### src/rtl/fetch_controller_if.sv
// Instruction-memory request/response and decode-side valid/ready bundle for fetch_controller.
// master = fetch controller side; slave = memory + decode side.
interface fetch_controller_if #(
  parameter int unsigned ADDRESS_WIDTH = 32,
  parameter int unsigned INSTR_WIDTH   = 32
);
  logic                     imem_req;
  logic [ADDRESS_WIDTH-1:0] imem_addr;
  logic                     imem_gnt;
  logic                     imem_rvalid;
  logic [INSTR_WIDTH-1:0]   imem_rdata;
  logic [INSTR_WIDTH-1:0]   instr;
  logic                     instr_valid;
  logic                     instr_ready;

  modport master (
    output imem_req, imem_addr, instr, instr_valid,
    input  imem_gnt, imem_rvalid, imem_rdata, instr_ready
  );

  modport slave (
    input  imem_req, imem_addr, instr, instr_valid,
    output imem_gnt, imem_rvalid, imem_rdata, instr_ready
  );
endinterface

### src/rtl/fetch_controller.sv
// Multi-cycle instruction fetch sequencer: REQ -> WAIT -> VALID per instruction, with a
// sticky timeout error covering the combined REQ+WAIT time of one fetch.
module fetch_controller #(
  parameter int unsigned ADDRESS_WIDTH  = 32,
  parameter int unsigned INSTR_WIDTH    = 32,
  parameter int unsigned TIMEOUT_CYCLES = 255
) (
  input  logic                     clk,
  input  logic                     n_reset,
  input  logic                     start,
  input  logic [ADDRESS_WIDTH-1:0] pc,
  input  logic                     redirect,
  output logic                     pc_load,
  output logic                     pc_src,
  output logic                     busy,
  output logic                     fetch_error,
  fetch_controller_if.master       bus
);

  localparam int unsigned CW = $clog2(TIMEOUT_CYCLES + 1);
  localparam logic [CW-1:0] CNT_LAST = CW'(TIMEOUT_CYCLES - 1);
  localparam logic [CW-1:0] CNT_ONE  = CW'(1);

  typedef enum logic [2:0] {
    S_IDLE,
    S_REQ,
    S_WAIT,
    S_VALID,
    S_ERROR
  } state_e;

  state_e                 state_q, state_d;
  logic [CW-1:0]          cnt_q, cnt_d;
  logic [INSTR_WIDTH-1:0] instr_q, instr_d;
  logic                   err_q, err_d;
  logic                   timeout;

  always_ff @(posedge clk or posedge n_reset) begin
    if (n_reset) begin
      state_q <= S_IDLE;
      cnt_q   <= '0;
      instr_q <= '0;
      err_q   <= 1'b0;
    end else begin
      state_q <= state_d;
      cnt_q   <= cnt_d;
      instr_q <= instr_d;
      err_q   <= err_d;
    end
  end

  // >= rather than == so a fetch whose gnt lands on the final REQ cycle still cannot
  // sit in WAIT forever once the budget is spent.
  assign timeout = (cnt_q >= CNT_LAST);

  always_comb begin
    state_d           = state_q;
    cnt_d             = cnt_q;
    instr_d           = instr_q;
    err_d             = err_q;
    pc_load           = 1'b0;
    pc_src            = 1'b0;
    busy              = 1'b0;
    bus.imem_req      = 1'b0;
    bus.imem_addr     = '0;
    bus.instr_valid   = 1'b0;

    unique case (state_q)
      S_IDLE: begin
        if (start) begin
          state_d = S_REQ;
          cnt_d   = '0;
        end
      end
      S_REQ: begin
        busy          = 1'b1;
        bus.imem_req  = 1'b1;
        bus.imem_addr = pc;
        if (cnt_q != '1) cnt_d = cnt_q + CNT_ONE;
        if (bus.imem_gnt) begin
          state_d = S_WAIT;
        end else if (timeout) begin
          state_d = S_ERROR;
          err_d   = 1'b1;
          instr_d = '0;
        end
      end
      S_WAIT: begin
        busy = 1'b1;
        if (cnt_q != '1) cnt_d = cnt_q + CNT_ONE;
        if (bus.imem_rvalid) begin
          state_d = S_VALID;
          instr_d = bus.imem_rdata;
        end else if (timeout) begin
          state_d = S_ERROR;
          err_d   = 1'b1;
          instr_d = '0;
        end
      end
      S_VALID: begin
        busy            = 1'b1;
        bus.instr_valid = 1'b1;
        if (bus.instr_ready) begin
          pc_load = 1'b1;
          pc_src  = redirect;
          state_d = S_REQ;
          cnt_d   = '0;
        end
      end
      S_ERROR: begin
        err_d = 1'b1;
      end
      default: begin
        state_d = S_IDLE;
        cnt_d   = '0;
      end
    endcase
  end

  assign bus.instr   = instr_q;
  assign fetch_error = err_q;

endmodule

### src/flat_wrapper.sv
// flat-port wrapper written by rule: the top's interface ports become plain ports
module fetch_controller_flat 
#(
  parameter int unsigned ADDRESS_WIDTH  = 32,
  parameter int unsigned INSTR_WIDTH    = 32,
  parameter int unsigned TIMEOUT_CYCLES = 255
)
  (clk, n_reset, start, pc, redirect, pc_load, pc_src, busy, fetch_error, bus_imem_req, bus_imem_addr, bus_instr, bus_instr_valid, bus_imem_gnt, bus_imem_rvalid, bus_imem_rdata, bus_instr_ready);
  fetch_controller_if #(.ADDRESS_WIDTH(ADDRESS_WIDTH), .INSTR_WIDTH(INSTR_WIDTH)) bus_i ();
  input  logic clk;
  input  logic n_reset;
  input  logic start;
  input  logic [ADDRESS_WIDTH-1:0] pc;
  input  logic redirect;
  output logic pc_load;
  output logic pc_src;
  output logic busy;
  output logic fetch_error;
  output wire logic [$bits(bus_i.imem_req)-1:0] bus_imem_req;
  output wire logic [$bits(bus_i.imem_addr)-1:0] bus_imem_addr;
  output wire logic [$bits(bus_i.instr)-1:0] bus_instr;
  output wire logic [$bits(bus_i.instr_valid)-1:0] bus_instr_valid;
  input wire logic [$bits(bus_i.imem_gnt)-1:0] bus_imem_gnt;
  input wire logic [$bits(bus_i.imem_rvalid)-1:0] bus_imem_rvalid;
  input wire logic [$bits(bus_i.imem_rdata)-1:0] bus_imem_rdata;
  input wire logic [$bits(bus_i.instr_ready)-1:0] bus_instr_ready;
  assign bus_imem_req = bus_i.imem_req;
  assign bus_imem_addr = bus_i.imem_addr;
  assign bus_instr = bus_i.instr;
  assign bus_instr_valid = bus_i.instr_valid;
  assign bus_i.imem_gnt = bus_imem_gnt;
  assign bus_i.imem_rvalid = bus_imem_rvalid;
  assign bus_i.imem_rdata = bus_imem_rdata;
  assign bus_i.instr_ready = bus_instr_ready;
  fetch_controller #(.ADDRESS_WIDTH(ADDRESS_WIDTH), .INSTR_WIDTH(INSTR_WIDTH), .TIMEOUT_CYCLES(TIMEOUT_CYCLES)) u_core (.clk(clk), .n_reset(n_reset), .start(start), .pc(pc), .redirect(redirect), .pc_load(pc_load), .pc_src(pc_src), .busy(busy), .fetch_error(fetch_error), .bus(bus_i));
endmodule
### config.mk
export PLATFORM = sky130hd
export DESIGN_NAME = fetch_controller_flat
export DESIGN_NICKNAME = d
export VERILOG_FILES = /design/src/rtl/fetch_controller_if.sv /design/src/rtl/fetch_controller.sv /design/src/flat_wrapper.sv
export SDC_FILE = /design/constraint.sdc
export NUM_CORES = 1
export LEC_CHECK = 0
export CORE_MARGIN = 5
export CORE_UTILIZATION = 61
export CTS_BUF_LIST = sky130_fd_sc_hd__clkbuf_16
export DETAILED_ROUTE_END_ITERATION = 12
export DONT_BUFFER_PORTS = 1
export PLACE_DENSITY = 0.82
export REMOVE_ABC_BUFFERS = 1
export SKIP_CTS_REPAIR_TIMING = 1
export SYNTH_ARGS = -nofsm -noshare
export SYNTH_HDL_FRONTEND = slang
export SYNTH_SLANG_ARGS = --single-unit
### constraint.sdc
create_clock -name clk -period 3.7 [get_ports clk]
set_input_delay 0.74 -clock clk [delete_from_list [all_inputs] [get_ports clk]]
set_output_delay 0.74 -clock clk [all_outputs]
set_load 0.05 [all_outputs]
==> results.yml <==
sta:
  maxSlewViolCount: 0
  hold_slack_ps: 467.6
  rsz0062_at_grt: "no"
  worstMarginPinSlew_ps: 1151
  tns_ps: 0
  slew_headroom_pct: 23.25
  fmax_mhz: 346.0
  hold_violations: 0
  finClkSkew_ps: 5.805
  fin_ws_ps: 809.7
  min_period_ps: 2890
  setup_viol: 0
  fin_crit_sh_pct: 78.11
power_and_ir_drop:
  power.density_nw_per_um2: 1191
  peakVddDrop_mv: 0.5857
  p_leak_uw: 0.001107
final_layout:
  stdcell_area_um2: 2489
  areaGrowthSynthToFinish_pct: 6.993
  fillers: 296
  n_antenna_cell: 0
  nets: 334
  drive_above_1_share_pct: 8.779
  layout.cells.non_filler: 310
cts:
  cts_buffers: 5
  clock_latency_ps: 280
  clockBufferDepth: 2
  htreeDepth: 2
  cts_tree: "done"
  cts.sinks: 44
  path_clk_slew_ps: 60
  root_buffer: "clkbuf_16"
grt:
  grt_overflow_total: 0
  grt_start_max_net_pins: 45
  grt_pass1_wl_um: 8500
  grt_util_all_layers_pct: 21.12
  antenna_found_initial: 0
  grt_pass1_vias: 1703
setup_path:
  slowest_stage: "nor2_2"
  path_class: "flop to output pin"
  crit_required_ps: 2960
  cp-end-kind: "output pin"
  slowest_delay_ps: 610
  path_max_fanout: 33
  cp_top_family: "simple AND/OR/NAND/NOR gates"
  start_kind: "flop"
  crit_path_cell_trace: "nand2b_2 > nor2_2 > and2_1"
  crit_arrival_ps: 2150
  cp.buffers_inverters: 0
placement:
  placed_cell_area_um2: 2325
  pre_cts_slack_ps: 1098
  detailed_place_hpwl_um: 4125
  dp_cells: 302
  io_buffers: 0
  gp_congestion: 0.7929
floorplan:
  dieArea_um2: 5148
  die_h_um: 71.75
  start_util_pct: 63.06
  coreArea_um2: 3689
  die_w_um: 71.75
  ios: 141
  rows: 22
yosys:
  synth_most_common_cell: "nand2_1"
  synth_area_per_cell_um2: 8.777
  synth_area_leaders: "dfrtp_1 47%, nand2_1 11%, and2_1 8.9%"
  synth_area_um2: 2326
  synth_warnings: 0
  async_flop_share_pct: 100.0
  ys_ff_latch: 44
  ys_top_cells_by_count: "70 x nand2_1, 44 x dfrtp_1, 33 x and2_1, 25 x o21ai_0"
  yosys_most_used_dff: "dfrtp_1"
  synth_cell_types: 41
  synth_area_leader_cell: "dfrtp_1"
  synth_edf_count: 0
  ys_seq_area_share_pct: 47.34
  synth_top_area_share_pct: 47.34
  synth_cells: 265
drt:
  antenna_left: 0
  drtIter0Drc: 122
  vias: 1810
  drc: 0
  wire_per_inst_um: 18.01
  dr.pass1.iters: 4
  wirelength_um: 5583
  drt-vias-per-instance: 5.839
outcome:
  status: "complete, no violations"
hold_path:
  holdCritPathClass: "input port to async pin"
flow_run:
  max-cap-violations: 0
## cell type report
class                      count  area (um^2)  share of cell area, %
timing repair buffer           5        37.54                  1.508
sequential                    44         1101                  44.24
tap                           48        60.06                  2.413
clock buffer                   5        125.1                  5.028
clock inverter                 3        38.79                  1.559
inverter                       7        26.28                  1.056
multi-input combinational    198         1100                  44.19
## registers in the layout, summed over array words and instances (netlist names)
name	cells
u_core.bus.instr	32
u_core.cnt_q	8
u_core.fetch_error	1
u_core.state_q	3
## through the flow
step	util (%)	total power, uW
3_3_place_gp	63.03	2463
3_5_place_dp	63.03	2496
4_1_cts	67.47	2987
2_1_floorplan	-	2308
6_report	67.47	2964
5_1_grt	67.47	3120
## metal layers
layer	wire length, um	vias up	track usage [%]
met4	29	0	7.724
met2	2715	91	32.86
met5	0	-	0
li1	-	874	-
met1	2224	843	27.33
met3	614	2	7.293
## path summary, 6_finish.rpt
| path | cells past startpoint | end | slack, ps | start |
|---|---|---|---|---|
| max | 3 | bus_imem_addr[11] | 810 | u_core.state_q[1] |
| min | 2 | u_core.bus.instr[19] | 470 | n_reset |
| max reg2reg | 4 | u_core.bus.instr[20] | 1500 | u_core.cnt_q[5] |
| min reg2reg | 2 | u_core.cnt_q[6] | 570 | u_core.cnt_q[6] |
| max in group asynchronous | 2 | u_core.state_q[1] | 2860 | n_reset |
| min in group clk | 2 | u_core.cnt_q[6] | 570 | u_core.cnt_q[6] |
## kinds of logic after synthesis
| group | count (synthesis) | synth area share [%] |
|---|---|---|
| simple gates | 132 | 28.08 |
| compound gates | 63 | 17.59 |
| flops | 44 | 47.34 |
| buf+inv | 23 | 5.487 |
| fa+ha+maj | 2 | 1.076 |
| mux | 1 | 0.4304 |
## cells in the final DEF, fill, tap and decap left out, types with 2 or more instances in the layout
cell | Yosys | routed
nand3b_1 | 2 | 2
a21oi_1 | 8 | 8
nor4b_1 | 2 | 2
and2_1 | 33 | 33
o21ai_0 | 25 | 25
dfrtp_1 | 44 | 44
a31o_1 | 2 | 2
nand3_1 | 3 | 3
a2bb2oi_1 | 2 | 2
o21ai_2 | 5 | 5
nor2_1 | 8 | 7
nor2b_1 | 3 | 3
nand2_1 | 70 | 70
a21o_1 | 2 | 2
ha_1 | 2 | 2
o211ai_1 | 2 | 2
nand4_1 | 2 | 2
clkbuf_16 | 0 | 5
buf_4 | 1 | 5
o21ai_1 | 5 | 5
nand2b_1 | 2 | 2
a31oi_1 | 3 | 3
and3_1 | 2 | 2
inv_1 | 7 | 7
## where the power goes
| part | switching (uW) | internal, uW | total (uW) |
|---|---|---|---|
| clock | 172 | 315 | 486 |
| combinational | 797 | 266 | 1060 |
| sequential | 752 | 663 | 1420 |
| total | 1720 | 1240 | 2960 |
(Power assumes the default switching activity.)
